--- src/rtl/channel_accumulator_pkg.sv ---
// Shared elaboration-time helpers for the channel accumulator and its quantiser.
package channel_accumulator_pkg;

    function automatic int clog2(input int value);
        int r;
        r = 0;
        for (int i = 0; i < 32; i++)
            if ((1 << r) < value) r++;
        return r;
    endfunction

    // Accumulator must hold NUM_ITER full-scale sums plus the bias without wrapping.
    function automatic bit acc_width_ok(input int acc_w, input int data_w, input int num_iter);
        return acc_w >= data_w + clog2(num_iter) + 1;
    endfunction

endpackage

--- src/rtl/round_saturate.sv ---
// Rounding (half toward +inf) arithmetic right shift followed by signed saturation.
module round_saturate #(
    parameter int IN_WIDTH  = 40,
    parameter int OUT_WIDTH = 16,
    parameter int SHIFT     = 4
) (
    input  logic [IN_WIDTH-1:0]  i_f,
    output logic [OUT_WIDTH-1:0] o_r
);

    logic signed [IN_WIDTH-1:0]    w_r;
    logic [IN_WIDTH-OUT_WIDTH:0]   w_hi;

    generate
        if (SHIFT > 0) begin : g_round
            localparam logic [IN_WIDTH-1:0] HALF = IN_WIDTH'(1) << (SHIFT - 1);
            assign w_r = $signed(i_f + HALF) >>> SHIFT;
        end else begin : g_pass
            assign w_r = $signed(i_f);
        end
    endgenerate

    // In range only when every bit above the output sign bit matches it.
    assign w_hi = w_r[IN_WIDTH-1:OUT_WIDTH-1];

    always_comb begin
        o_r = w_r[OUT_WIDTH-1:0];
        if (!(&w_hi) && (|w_hi))
            o_r = w_r[IN_WIDTH-1] ? {1'b1, {(OUT_WIDTH-1){1'b0}}}
                                  : {1'b0, {(OUT_WIDTH-1){1'b1}}};
    end

endmodule

--- src/rtl/channel_accumulator.sv ---
// Accumulates NUM_ITER adder-tree sums on top of a bias, then rounds, saturates
// and presents one quantised result per group on a valid/ready interface.
module channel_accumulator
    import channel_accumulator_pkg::*;
#(
    parameter int DATA_WIDTH = 32,
    parameter int ACC_WIDTH  = 40,
    parameter int OUT_WIDTH  = 16,
    parameter int NUM_ITER   = 4,
    parameter int SHIFT      = 4
) (
    input  logic                  clk,
    input  logic                  rst,
    input  logic [DATA_WIDTH-1:0] i_data,
    input  logic                  i_valid,
    output logic                  o_ready,
    input  logic [DATA_WIDTH-1:0] i_bias,
    input  logic                  i_clear,
    output logic [OUT_WIDTH-1:0]  o_data,
    output logic                  o_valid,
    input  logic                  i_ready
);

    localparam int CNT_W = (NUM_ITER > 1) ? clog2(NUM_ITER) : 1;
    localparam logic [CNT_W-1:0] LAST = CNT_W'(NUM_ITER - 1);

    generate
        if (!acc_width_ok(ACC_WIDTH, DATA_WIDTH, NUM_ITER) || NUM_ITER < 1 || SHIFT < 0) begin : g_param_err
            $error("channel_accumulator: illegal ACC_WIDTH/NUM_ITER/SHIFT combination");
        end
    endgenerate

    logic [CNT_W-1:0]            r_cnt;
    logic signed [ACC_WIDTH-1:0] r_acc;
    logic [OUT_WIDTH-1:0]        r_data;
    logic                        r_valid;

    logic                        w_ready;
    logic                        w_beat;
    logic                        w_first;
    logic                        w_last;
    logic signed [ACC_WIDTH-1:0] w_base;
    logic signed [ACC_WIDTH-1:0] w_f;
    logic [OUT_WIDTH-1:0]        w_res;

    assign w_ready = !r_valid || i_ready;
    assign w_beat  = i_valid && w_ready && !i_clear;
    assign w_first = (r_cnt == '0);
    assign w_last  = (r_cnt == LAST);

    // The final sum is formed combinationally so the result registers one cycle after the last beat.
    assign w_base = w_first ? ACC_WIDTH'($signed(i_bias)) : r_acc;
    assign w_f    = w_base + ACC_WIDTH'($signed(i_data));

    round_saturate #(
        .IN_WIDTH  (ACC_WIDTH),
        .OUT_WIDTH (OUT_WIDTH),
        .SHIFT     (SHIFT)
    ) u_round_saturate (
        .i_f (w_f),
        .o_r (w_res)
    );

    always_ff @(posedge clk or posedge rst) begin
        if (rst) begin
            r_cnt <= '0;
            r_acc <= '0;
        end else if (i_clear) begin
            r_cnt <= '0;
            r_acc <= '0;
        end else if (w_beat) begin
            r_acc <= w_f;
            r_cnt <= w_last ? '0 : r_cnt + CNT_W'(1);
        end
    end

    always_ff @(posedge clk or posedge rst) begin
        if (rst) begin
            r_valid <= 1'b0;
            r_data  <= '0;
        end else if (w_beat && w_last) begin
            r_valid <= 1'b1;
            r_data  <= w_res;
        end else if (r_valid && i_ready) begin
            r_valid <= 1'b0;
        end
    end

    assign o_ready = w_ready;
    assign o_valid = r_valid;
    assign o_data  = r_data;

endmodule

--- config.mk ---
export PLATFORM = sky130hd
export DESIGN_NAME = channel_accumulator
export DESIGN_NICKNAME = d
export VERILOG_FILES = /design/src/rtl/channel_accumulator_pkg.sv /design/src/rtl/round_saturate.sv /design/src/rtl/channel_accumulator.sv
export SDC_FILE = /design/constraint.sdc
export NUM_CORES = 1
export LEC_CHECK = 0
export ABC_AREA = 0
export BUFFER_PORTS_ARGS = -buffer_cell sky130_fd_sc_hd__buf_4
export CELL_PAD_IN_SITES_DETAIL_PLACEMENT = 1
export CELL_PAD_IN_SITES_GLOBAL_PLACEMENT = 1
export CORE_MARGIN = 2
export CORE_UTILIZATION = 30
export DETAILED_ROUTE_END_ITERATION = 16
export PLACE_DENSITY = 0.6
export SLEW_MARGIN = 20
export SYNTH_ARGS = -nofsm -noshare
export SYNTH_HDL_FRONTEND = slang
export SYNTH_SLANG_ARGS = --single-unit
--- constraint.sdc ---
create_clock -name clk -period 5.4 [get_ports clk]
set_clock_uncertainty 0.05 [all_clocks]
set_input_delay 0.81 -clock clk [delete_from_list [all_inputs] [get_ports clk]]
set_output_delay 0.81 -clock clk [all_outputs]
set_load 0.01 [all_outputs]
==> flow_summary.ini <==
[status]
outcome = completed

[placement]
place_inst = 1379
place_hpwl_mm = 21.1
io_buffer_count = 86
routabilityCongestion = 0.869

[die]
die_w_um = 159
die_h_um = 159
core_area_um2 = 23500
die-area_um2 = 25200
start_util_pct = 30.6
rows = 56
ios = 87

[routing]
viasPerCell = 5.48
num_vias = 7744
drt-initial-drc-count = 279
firstDrtPassIters = 4
routed-wl-met2_mm = 13.4
drt-total-wl_mm = 27.5
ant_nets = 0
wl_per_cell_um = 19.4
drc_errors = 0
route.met3.wl_um = 713
maxUsedRoutingLayer = met4
wl_met1_mm = 12.8

[logic_synthesis]
syn_nets = 1031
ys_seq_area_share_pct = 20.5
ys_ff_latch = 59
async_reset_ff_share_pct = 100
synth_warnings = 0
syn_area_um2 = 7190
synth_ff_type = dfrtp_1
yosysUniqueCellTypes = 91
synth_edf_count = 0
postSynthCellCount = 919
syn_avg_cell_area_um2 = 7.82

[final_layout]
layout.nets = 1202
synthToLayoutAreaGrowth_pct = 35.4
n_antenna_cell = 0
fillers = 2811
stdcell_count = 1414
drive_gt1_share_pct = 33.4
final_common_cell = buf_4
layout_common_cells = buf_4 (203), nand2_1 (105), nor2_1 (72)

[worst_setup_path]
r2r-start = r_cnt[0]
crit_end = o_data[8]
critPathKind = reg -> reg
crit_arrival_ns = 5.38
timing.critical_path.from = r_cnt[0]
cp-end-kind = register
crit_path_start_kind = register
critical_path_required_ns = 5.62
r2r_cells = 22
crit_fanout = 15
r2r_slack_ns = 0.24
reg2reg_to = o_data[8]

[power]
vdd_drop_max_mv = 0.135
p_leak_nw = 4.18
powerDensity_nw_per_um2 = 340

[clocking]
htreeDepth = 3
numCtsBuffers = 9
clock-sinks = 59
root_buffer = clkbuf_16
clk_path_buf_depth = 2
clk_pin_slew_ns = 0.06
clk_latency_ns = 0.35
cts_tree = yes

[sta]
maxSlewHeadroom_pct = 34.9
holdWs_ns = 0.431
hold_violations = 0
slew_violations = 0
final.setup.tns_ns = 0
grt_setup_unrepaired = true
fin_crit_ns = 5.16
tightestPinTransition_ns = 0.976
fmax_mhz = 194
setup_viol = 0
fin_crit_sh_pct = 95.5

[global_routing]
grt-ovfl-total = 0
grt_pass1_vias = 8070
track_usage_pct = 21.4
grt_pass1_wl_mm = 43.9
antenna_found_initial = 0
grt_max_degree = 60

[min_path]
hp-class = reg -> reg

[job]
cap_viol_max_count = 0
## worst max-delay path, stage by stage (launching register included)
cell	delay [ns]
dfrtp_1	0.39
inv_2	0.08
ha_4	0.16
buf_6	0.14
buf_4	0.11
mux2_2	0.36
ha_4	0.23
a211oi_4	0.33
nor2_2	0.09
xor2_1	0.24
ha_2	0.24
nand4bb_1	0.18
nor4b_2	0.30
buf_4	0.16
or4b_4	0.46
buf_6	0.15
or4_1	0.43
xor2_1	0.16
nand4_1	0.16
a2111oi_4	0.31
buf_12	0.19
a32oi_1	0.06
o21ai_1	0.08
## worst min path at each step
| stage | startpoint | to | slack, ns | cells after the start |
|---|---|---|---|---|
| floorplan | r_acc[11] | r_acc[11] | 0.40 | 2 |
| finish | r_acc[21] | r_acc[21] | 0.43 | 2 |
| global placement | r_acc[12] | r_acc[12] | 0.41 | 2 |
| global route | r_acc[29] | r_acc[29] | 0.46 | 2 |
| detailed placement | r_acc[21] | r_acc[21] | 0.42 | 2 |
| CTS | r_acc[25] | r_acc[25] | 0.44 | 2 |
## registers in the layout, indices dropped and copies added (netlist names)
signal   cells
o_data      16
o_valid      1
r_acc       40
r_cnt        2
## through the flow
stage	power, mW	instance area [um2]	setup slack [ns]	utilization (%)
after floorplan	1.76	7190	0.0876	-
after global placement	2.53	8940	-0.0267	38.1
after detailed placement	2.55	8940	-0.0545	38.1
after CTS	3.18	9250	0.0186	39.4
after global routing	3.53	9730	-0.0552	41.5
final	3.31	9730	0.244	41.5
## cell usage after synthesis, drive strengths merged, types with 18 or more instances
master  count  share of area (%)
nor2       78                4.1
xnor2      36                4.4
nor3       22                1.8
mux2       32                5.0
and2       18                1.6
a21oi      59                4.2
nand2     106                5.5
a22o       20                2.4
inv        24                1.3
dfrtp      59                 21
ha         42                7.3
clkbuf     34                1.8
o21ai      71                5.0
a21o       29                3.0
buf        19                1.4
## per-layer routing
| metal | vias up | track usage [%] |
|---|---|---|
| met5 | - | 0 |
| met1 | 3805 | 27.9 |
| met2 | 130 | 37.0 |
| met4 | 0 | 5.96 |
| met3 | 38 | 2.98 |
| li1 | 3771 | - |
## cells by family (layout without fill, tap and decap cells)
group / count (synthesis) / after routing / share of synthesized area [%]
flops: 59 / 59 / 20.5
xor+xnor: 52 / 52 / 6.33
buf+inv: 77 / 253 / 4.42
fa+ha+maj: 43 / 43 / 7.59
simple gates: 340 / 340 / 24.6
mux: 37 / 37 / 5.71
compound gates: 311 / 311 / 30.8
## area by class of cell
type	instances	area (um2)	area share, %
well taps	319	399	4.10
multi-input cells	783	5770	59.3
clock inverters	7	76.3	0.784
inverters	24	90.1	0.926
flip-flops and latches	59	1480	15.2
repair buffers	213	1700	17.4
clock buffers	9	225	2.31
## repair_timing
item / 4_1_cts / 5_1_grt
cloned: 0 / 0
setup buffers: 0 / 19
endpoints found under the setup margin: 16 / 16
pin swaps: 0 / 24
hold endpoints to repair: 0 / 0
hold buffers: 0 / 0
gates resized for setup: 1 / 80
## power breakdown
group | leakage (nW) | switching (mW) | total [mW] | internal [mW]
logic | 3.26 | 1.17 | 2.12 | 0.945
clock network | 0.142 | 0.258 | 0.618 | 0.360
registers | 0.781 | 0.0487 | 0.574 | 0.526
total | 4.18 | 1.48 | 3.31 | 1.83
No activity file was read; power rests on OpenSTA's default activity.
